==> src/rtl/protect_pkg.sv <==
// Shared types, default parameters and counter-width helper for the
// multi-channel fault-burst protection block.
package protect_pkg;

  typedef enum logic {
    IDLE   = 1'b0,
    WINDOW = 1'b1
  } ch_state_t;

  typedef enum logic {
    RUN     = 1'b0,
    TRIPPED = 1'b1
  } g_state_t;

  localparam int unsigned DEF_N_CH        = 4;
  localparam int unsigned DEF_WIN_CYC     = 1_000_000;
  localparam int unsigned DEF_TRIP_CNT    = 10;
  localparam int unsigned DEF_HOLD_CYC    = 500_000;
  localparam int unsigned DEF_SYNC_STAGES = 2;

  // Bits needed to hold values 0..n-1, never narrower than one bit.
  function automatic int unsigned cnt_w(input int unsigned n);
    return (n < 2) ? 1 : int'($clog2(n));
  endfunction

endpackage

==> src/rtl/protect_chan.sv <==
// One fault channel: input synchroniser, assertion-edge detect, burst-window
// FSM and hold timer. trip pulses one cycle; hold_hit flags hold-caused pulses.
module protect_chan
  import protect_pkg::*;
#(
  parameter int unsigned WIN_CYC     = DEF_WIN_CYC,
  parameter int unsigned TRIP_CNT    = DEF_TRIP_CNT,
  parameter int unsigned HOLD_CYC    = DEF_HOLD_CYC,
  parameter int unsigned SYNC_STAGES = DEF_SYNC_STAGES
) (
  input  logic clk,
  input  logic rst_n,
  input  logic pin,
  input  logic mask,
  input  logic clr,
  output logic synced,
  output logic trip,
  output logic hold_hit
);

  localparam int unsigned WW = cnt_w(WIN_CYC);
  localparam int unsigned EW = cnt_w(TRIP_CNT + 1);
  localparam int unsigned HW = cnt_w(HOLD_CYC + 1);

  logic [SYNC_STAGES-1:0] sync_q;
  logic                   hist_q;
  logic                   fault_edge;

  // Synchroniser and history idle at 1 (no fault) so reset never fakes an edge.
  always_ff @(posedge clk or negedge rst_n) begin
    if (!rst_n) begin
      sync_q <= '1;
      hist_q <= 1'b1;
    end else begin
      sync_q <= {sync_q[SYNC_STAGES-2:0], pin};
      hist_q <= sync_q[SYNC_STAGES-1];
    end
  end

  assign synced     = sync_q[SYNC_STAGES-1];
  assign fault_edge = hist_q & ~synced;

  ch_state_t      state_q, state_d;
  logic [WW-1:0]  win_q, win_d;
  logic [EW-1:0]  cnt_q, cnt_d;
  logic           win_trip;

  always_comb begin
    state_d  = state_q;
    win_d    = win_q;
    cnt_d    = cnt_q;
    win_trip = 1'b0;
    if (!mask || clr) begin
      state_d = IDLE;
      win_d   = '0;
      cnt_d   = '0;
    end else begin
      case (state_q)
        IDLE: begin
          if (fault_edge) begin
            state_d = WINDOW;
            win_d   = '0;
            cnt_d   = EW'(1);
          end
        end
        WINDOW: begin
          if (cnt_q == EW'(TRIP_CNT)) begin
            win_trip = 1'b1;
            state_d  = IDLE;
            win_d    = '0;
            cnt_d    = '0;
          end else if (win_q == WW'(WIN_CYC - 1)) begin
            // An edge landing on the expiry cycle seeds the next window.
            win_d = '0;
            if (fault_edge) begin
              cnt_d = EW'(1);
            end else begin
              state_d = IDLE;
              cnt_d   = '0;
            end
          end else begin
            win_d = win_q + WW'(1);
            if (fault_edge) cnt_d = cnt_q + EW'(1);
          end
        end
        default: begin
          state_d = IDLE;
          win_d   = '0;
          cnt_d   = '0;
        end
      endcase
    end
  end

  always_ff @(posedge clk or negedge rst_n) begin
    if (!rst_n) begin
      state_q <= IDLE;
      win_q   <= '0;
      cnt_q   <= '0;
    end else begin
      state_q <= state_d;
      win_q   <= win_d;
      cnt_q   <= cnt_d;
    end
  end

  logic hold_fire;

  generate
    if (HOLD_CYC > 0) begin : g_hold
      logic [HW-1:0] hold_q;
      logic          hold_en;
      assign hold_en   = mask & ~synced & ~clr;
      // Fires on the cycle the count reaches HOLD_CYC; saturation keeps it single.
      assign hold_fire = hold_en && (hold_q == HW'(HOLD_CYC - 1));
      always_ff @(posedge clk or negedge rst_n) begin
        if (!rst_n) begin
          hold_q <= '0;
        end else if (!hold_en) begin
          hold_q <= '0;
        end else if (hold_q != HW'(HOLD_CYC)) begin
          hold_q <= hold_q + HW'(1);
        end
      end
    end else begin : g_no_hold
      assign hold_fire = 1'b0;
    end
  endgenerate

  always_ff @(posedge clk or negedge rst_n) begin
    if (!rst_n) begin
      trip     <= 1'b0;
      hold_hit <= 1'b0;
    end else begin
      trip     <= win_trip | hold_fire;
      hold_hit <= hold_fire;
    end
  end

endmodule

==> src/rtl/protect_count_multi.sv <==
// Multi-channel protection top: per-channel watchers feed a RUN/TRIPPED latch
// that drops PWMEN and records trip causes until a clean ResetD release.
module protect_count_multi
  import protect_pkg::*;
#(
  parameter int unsigned N_CH        = DEF_N_CH,
  parameter int unsigned WIN_CYC     = DEF_WIN_CYC,
  parameter int unsigned TRIP_CNT    = DEF_TRIP_CNT,
  parameter int unsigned HOLD_CYC    = DEF_HOLD_CYC,
  parameter int unsigned SYNC_STAGES = DEF_SYNC_STAGES
) (
  input  logic            CLK_50M,
  input  logic            Rst_n,
  input  logic [N_CH-1:0] ProTect,
  input  logic [N_CH-1:0] ch_mask,
  input  logic            ResetD,
  output logic            PWMEN,
  output logic [N_CH-1:0] trip_flag,
  output logic            hold_trip
);

  logic [N_CH-1:0] synced;
  logic [N_CH-1:0] ch_trip;
  logic [N_CH-1:0] ch_hold;
  logic            release_now;

  for (genvar i = 0; i < N_CH; i++) begin : g_ch
    protect_chan #(
      .WIN_CYC     (WIN_CYC),
      .TRIP_CNT    (TRIP_CNT),
      .HOLD_CYC    (HOLD_CYC),
      .SYNC_STAGES (SYNC_STAGES)
    ) u_chan (
      .clk      (CLK_50M),
      .rst_n    (Rst_n),
      .pin      (ProTect[i]),
      .mask     (ch_mask[i]),
      .clr      (release_now),
      .synced   (synced[i]),
      .trip     (ch_trip[i]),
      .hold_hit (ch_hold[i])
    );
  end

  g_state_t g_q, g_d;
  logic     any_trip;
  logic     all_clear;

  assign any_trip  = |ch_trip;
  assign all_clear = &(synced | ~ch_mask);

  // A trip pulse in the release cycle keeps the block tripped.
  always_comb begin
    g_d         = g_q;
    release_now = 1'b0;
    case (g_q)
      RUN: begin
        if (any_trip) g_d = TRIPPED;
      end
      TRIPPED: begin
        if (!any_trip && ResetD && all_clear) begin
          g_d         = RUN;
          release_now = 1'b1;
        end
      end
      default: g_d = RUN;
    endcase
  end

  always_ff @(posedge CLK_50M or negedge Rst_n) begin
    if (!Rst_n) begin
      g_q       <= RUN;
      trip_flag <= '0;
      hold_trip <= 1'b0;
    end else begin
      g_q <= g_d;
      if (release_now) begin
        trip_flag <= '0;
        hold_trip <= 1'b0;
      end else begin
        trip_flag <= trip_flag | ch_trip;
        hold_trip <= hold_trip | (|ch_hold);
      end
    end
  end

  assign PWMEN = (g_q == RUN);

endmodule

==> config.mk <==
export PLATFORM = sky130hd
export DESIGN_NAME = protect_count_multi
export DESIGN_NICKNAME = d
export VERILOG_FILES = /design/src/rtl/protect_pkg.sv /design/src/rtl/protect_chan.sv /design/src/rtl/protect_count_multi.sv
export SDC_FILE = /design/constraint.sdc
export NUM_CORES = 1
export LEC_CHECK = 0
export ABC_CLOCK_PERIOD_IN_PS = 2040
export CELL_PAD_IN_SITES_DETAIL_PLACEMENT = 0
export CELL_PAD_IN_SITES_GLOBAL_PLACEMENT = 1
export CORE_MARGIN = 8
export CORE_UTILIZATION = 45
export CTS_CLUSTER_SIZE = 20
export DETAILED_ROUTE_END_ITERATION = 10
export PLACE_DENSITY_LB_ADDON = 0.2
export SLEW_MARGIN = 40
export SYNTH_ARGS = -nofsm -noshare
export SYNTH_HDL_FRONTEND = slang
export SYNTH_SLANG_ARGS = --single-unit
==> constraint.sdc <==
create_clock -name CLK_50M -period 2.04 [get_ports CLK_50M]
set_input_delay 0.51 -clock CLK_50M [delete_from_list [all_inputs] [get_ports CLK_50M]]
set_output_delay 0.51 -clock CLK_50M [all_outputs]
set_load 0.1 [all_outputs]
Word-level counts from Yosys, hierarchy flattened --
Index checks and enable logic that the tools add are counted.
Word-level totals: bits in registers 202, input port bits 11, output and inout port bits 6
Cells by class: $add $sub $neg 12, equality and inequality tests 28, muxes and demuxes 95, bitwise gates (word level) 30, reduce and logical (&&, ||, !) cells 22
Operators by type and width (number):
- 20-bit 2-to-1 mux | 16
- 20-bit one-hot mux with 2 select lines | 4
- 19-bit 2-to-1 mux | 8
- 4-bit 2-to-1 mux | 21
- 20-bit by 1-bit adder with 20-bit output (second input constant) | 4
- 20-bit == test (second input constant) | 4
- 19-bit by 1-bit adder with 19-bit output (second input constant) | 4
- 19-bit == test (second input constant) | 4
- 19-bit != test (second input constant) | 4
- 1-bit 2-to-1 mux | 37
- 4-bit one-hot mux with 2 select lines | 4
- 5-bit by 4-bit != test with 1-bit output (second input constant) | 4
- 4-bit by 1-bit adder with 4-bit output (second input constant) | 4
- 4-bit == test (second input constant) | 4
- 1-bit AND | 12
- 3-bit by 1-bit != test with 1-bit output (second input constant) | 4
- 1-bit NOT | 10
- 1-bit one-hot mux with 2 select lines | 5
- 2-bit != test (second input constant) | 4
- 4-bit bitwise OR | 2
- 2-bit AND reduction | 4
- 4-bit OR reduction | 2
- 1-bit logical AND | 6
- 1-bit logical NOT | 5
- 4 further kinds | 11

Longest topological paths before layout --
depth after elaboration 10, depth in mapped cells 10

Cells and area by module --
Synthesis repeated with hierarchy kept, for this count alone.
Unflattened totals: cells, all modules 1128, area total of the unflattened synthesis 10639.0 um2
By module, submodules not included:
- protect_chan (g_ch[0].u_chan ...) | instances 3, cells an instance 274, area an instance 2577.5 um2, seq. area each 1229.9 um2
- protect_chan (g_ch[3].u_chan) | instances 1, cells an instance 277, area an instance 2620.0 um2, seq. area each 1229.9 um2
- protect_count_multi | instances 1, cells an instance 29, area an instance 286.5 um2, seq. area each 150.1 um2

Worst setup path after synthesis --
OpenSTA, ideal clock, no wires.
path type register -> register, start point register g_ch[3].u_chan.win_q[0], end point register g_ch[3].u_chan.cnt_q[3], library setup time 69 ps, data arrival time 2133 ps, required time 1971 ps, setup slack -162 ps, stages on the path, launching flop included 9, clock period less this slack 2202 ps, path through dfrtp_1 > ha_1 > and3_1 > nand3_1 > o21ai_0 > or3_1 > clkbuf_1 > or4_1 > nand3_1
On the way: word-level cells in the longest chain between the ends 5, elaborated cells on any way between the ends 7, classes of those cells eq/ne: 2; mux: 4; reduce/logical: 1
Ends and longest elaborated chain:
- start: declaration | line protect_chan.sv:44 | logic [WW-1:0] win_q, win_d;
- start signal: assignment | line protect_chan.sv:102 | win_q <= win_d;
- 20-bit == test * | line protect_chan.sv:72 | end else if (win_q == WW'(WIN_CYC - 1)) begin
- 4-bit 2-to-1 mux | line protect_chan.sv:72
- 4-bit 2-to-1 mux | line protect_chan.sv:67 | if (cnt_q == EW'(TRIP_CNT)) begin
- 4-bit one-hot mux with 2 select lines | line protect_chan.sv:58 | case (state_q)
- 4-bit 2-to-1 mux | line protect_chan.sv:53 | if (!mask || clr) begin
- end signal: assignment | line protect_chan.sv:103 | cnt_q <= cnt_d;
- end: declaration | line protect_chan.sv:45 | logic [EW-1:0] cnt_q, cnt_d;
Every way passes the cells marked *; elsewhere a longest branch is shown, timed or not. A chain may end at the register's enable or synchronous reset.

Final worst setup path --
start point register g_ch[0].u_chan.trip, end point register g_ch[1].u_chan.cnt_q[3]
On the way: word-level cells in the longest chain between the ends 9, elaborated cells on any way between the ends 11, classes of those cells eq/ne: 2; mux: 3; reduce/logical: 6
Ends and longest elaborated chain:
- start: declaration | line protect_chan.sv:17 | output logic trip,
- start signal: assignment | line protect_chan.sv:135 | trip <= win_trip | hold_fire;
- 4-bit OR reduction * | line protect_count_multi.sv:49 | assign any_trip = |ch_trip;
- 1-bit logical NOT * | line protect_count_multi.sv:61 | if (!any_trip && ResetD && all_clear) begin
- 1-bit logical AND * (2 in series) | line protect_count_multi.sv:61
- 1-bit 2-to-1 mux * | line protect_count_multi.sv:61
- 1-bit 2-to-1 mux * | line protect_count_multi.sv:56 | case (g_q)
- 1-bit logical OR * | line protect_chan.sv:53
- 5-bit by 4-bit != test with 1-bit output (no source line) / 3-bit by 1-bit != test with 1-bit output (equally long branches)
- 2-bit AND reduction (no source line)
- end signal: assignment | line protect_chan.sv:103
- end: declaration | line protect_chan.sv:45
Marks and branches as above.

==> metrics.yaml <==
yosys:
  syn_nets: 1080
  synth_cell_types: 63
  synthFlopType: "dfrtp_1"
  yosys_warnings: 0
  seq_area_frac_synth_pct: 50.1
  synth-edff-count: 0
  synthCells: 1049
  syn_area_sq_um: 10100
  ys_seq_elements: 202
  async_flop_share_pct: 100
  avgSynthCellArea_sq_um: 9.64
drt:
  post_drt_wl_per_cell_um: 14.6
  drcViolationCount: 0
  drt-initial-drc-count: 447
  ant_nets: 0
  wl_um: 22000
  first_pass_iters: 4
  vias: 8036
  vias_per_cell: 5.33
power:
  p_per_area_nw_per_um2: 712
  power.total_w: 0.00920
  p_int_w: 0.00703
  clock_power_share_pct: 45.5
  swShare_pct: 23.6
  combinationalPowerShare_pct: 9.4
  p_sw_w: 0.00217
  ir_drop_mv: 0.737
  seqPwrFrac_pct: 45.0
  leakage_nw: 5.55
die:
  die-area_sq_um: 27500
  core_area_sq_um: 22400
  num_rows: 55
  start_util_pct: 45.2
  die_w_um: 166
  die_y_um: 166
  pin_count: 17
cts:
  clk_path_buf_depth: 3
  ctsRootBufferMaster: "clkbuf_16"
  cts_tree: "yes"
  clock_sinks: 202
  h-tree-depth: 1
  clkSlewWorstSetupHoldPaths_ns: 0.05
  cts_buffers: 24
  worstSkewPairLatency_ns: 0.51
grt:
  grt_usage_pct: 16.0
  grt_pass1_wl_um: 37700
  grt_pass1_vias: 7780
  met1_usage_pct: 22.2
  met2_usage_pct: 26.1
  grt_busiest_layer: "met2"
  met3_usage_pct: 2.00
  grt_antenna_before_repair: 0
  overflow: 0
  grt_max_degree: 56
sta:
  slew_viol_final: 0
  clock_skew_ns: 0.00751
  period_minus_slack_ns: 2.15
  setup-violations-final: 40
  worstMarginPinSlew_ns: 0.522
  grt_setup_unrepaired: "yes"
  hold_viol_final: 0
  setup_slack_ns: -0.115
  fin_crit_sh_pct: 106
  max_slew_margin_pct: 65.2
  clock.fmax_mhz: 464
layout:
  synthToLayoutAreaGrowth_pct: 27.7
  antennaDiodeCount: 0
  num-nets-final: 1238
  final_common_cell: "dfrtp_1"
  final_cell_mix: "dfrtp_1 (190), nor2_1 (170), buf_4 (121)"
  final_layout_size_suffix_gt1_share_pct: 22.2
  final_area_sq_um: 12900
  final_cells: 1508
  num-fill-cells: 1946
setup_path:
  crit_buf_inv: 2
  r2r_slack_ns: -0.11
  critical_path_required_ns: 2.48
  endpoint_kind: "register"
  cp.arrival_ns: 2.59
  crit_fanout: 4
  start_kind: "register"
  crit_chain: "nor4_2, buf_4, nand4_1, buf_6, o21ai_4, and4b_2, or4_1, nand3_1"
  crit_end: "g_ch[1].u_chan.cnt_q[3]"
  critical_path_class: "reg -> reg"
  critPathLaunch: "g_ch[0].u_chan.trip"
  reg2reg_from: "g_ch[0].u_chan.trip"
  r2r-end: "g_ch[1].u_chan.cnt_q[3]"
  slowest_delay_ns: 0.40
  crit_cells: 8
  reg2reg_depth: 8
  critPathTopFamily: "simple AND/OR/NAND/NOR gates"
  crit_slowest_cell: "or4_1"
min_path:
  hold_class: "reg -> reg"
place:
  port_buffers: 16
  dp.cells: 1451
  place_area_sq_um: 11600
  dp_hpwl_um: 15000
  gp_congestion: 0.777
  preCtsSetupSlack_ns: -0.462
flow_run:
  cap_violations: 0
outcome:
  violations: "negative setup slack"
  status: "finished, violations left"
==> layer usage <==
layer	wire length [um]	vias up	part of all wire [%]
met1	10500	3913	48
met4	336	0	1.5
met2	10500	92	48
met3	657	26	3.0
li1	-	4005	-
met5	0	-	0
==> what timing repair did <==
| action | in CTS | in global routing |
|---|---|---|
| setup buffers | 3 | 7 |
| gates resized for setup | 38 | 47 |
| pin swaps | 7 | 23 |
| gates cloned | 2 | 2 |
| setup endpoints to repair | 75 | 96 |
| endpoints found under the hold margin | 7 | 0 |
| hold buffers | 1 | 0 |
==> power groups by stage <==
stage                     clock [W]  sequential, W  combinational, W
final                       0.00419        0.00414          0.000867
after CTS                   0.00435        0.00414          0.000834
after floorplan                   0        0.00433          0.000247
after detailed placement          0        0.00421          0.000793
after global placement            0        0.00421          0.000793
after global routing        0.00452        0.00415          0.000945
==> area by class of cell <==
class	count	area (sq um)	share of cell area (%)
timing repair buffer	160	1460	11.3
tap	285	357	2.76
clock inverter	7	60.1	0.465
sequential	202	5070	39.3
clock buffer	35	733	5.68
multi-input combinational	797	5150	39.9
inverter	22	82.6	0.640
==> cell usage after synthesis (all sizes together) (5+ instances only) <==
master | instances | area, sq um
dfrtp | 190 | 4750
nor2 | 172 | 648
xor2 | 83 | 727
nand3 | 76 | 385
nand2 | 75 | 282
nand4 | 48 | 300
xnor2 | 34 | 298
a21oi | 33 | 165
and3 | 31 | 194
o21ai | 31 | 155
inv | 22 | 82.6
ha | 20 | 250
clkbuf | 18 | 67.6
nor3 | 17 | 85.1
or3 | 17 | 108
nand2b | 14 | 87.6
nor4 | 13 | 81.3
dfstp | 12 | 315
buf | 10 | 55.1
nor3b | 10 | 75.1
and2 | 9 | 58.8
nor4b | 8 | 70.1
a31oi | 7 | 43.8
and4 | 7 | 61.3
nand4b | 7 | 61.3
nand3b | 6 | 45.0
nor2b | 6 | 37.5
or2 | 6 | 37.5
or4 | 6 | 45.0
mux2i | 5 | 50.1
o21a | 5 | 37.5
o21bai | 5 | 48.8
==> worst min-delay path by stage <==
stage,startpoint,endpoint,slack [ns],cells after the start
5_1_grt,g_ch[2].u_chan.sync_q[0],g_ch[2].u_chan.sync_q[1],0.36,0
3_3_place_gp,g_ch[0].u_chan.sync_q[0],g_ch[0].u_chan.sync_q[1],0.35,0
4_1_cts,g_ch[2].u_chan.sync_q[0],g_ch[2].u_chan.sync_q[1],0.35,0
2_1_floorplan,Rst_n,g_ch[0].u_chan.cnt_q[0],0.21,0
6_report,g_ch[2].u_chan.sync_q[0],g_ch[2].u_chan.sync_q[1],0.35,0
3_5_place_dp,g_ch[2].u_chan.sync_q[0],g_ch[2].u_chan.sync_q[1],0.35,0
==> flip-flops by register name (all words and copies together), names as in the netlist <==
name                       flops
trip_flag                      4
g_ch.u_chan.state_q            4
g_ch.u_chan.g_hold.hold_q     76
g_ch.u_chan.sync_q             8
g_ch.u_chan.hold_hit           4
g_q                            1
hold_trip                      1
g_ch.u_chan.cnt_q             16
g_ch.u_chan.hist_q             4
g_ch.u_chan.win_q             80
g_ch.u_chan.trip               4
==> metrics by stage <==
step / TNS, ns / utilization, % / hold WS (ns)
floorplan: -0.133 / - / 0.214
global placement: -30.07 / 52.0 / 0.346
detailed placement: -32.46 / 52.0 / 0.347
CTS: -2.32 / 56.5 / 0.355
global route: -8.73 / 57.7 / 0.356
finish: -1.45 / 57.7 / 0.354
==> kinds of logic after synthesis <==
kind of cell,share of synthesized area (%)
mux,0.495
compound gates,7.34
xor+xnor,10.1
buf+inv,2.03
flops,50.1
fa+ha+maj,2.47
simple gates,27.4
Power figures use the tool's default switching activity.
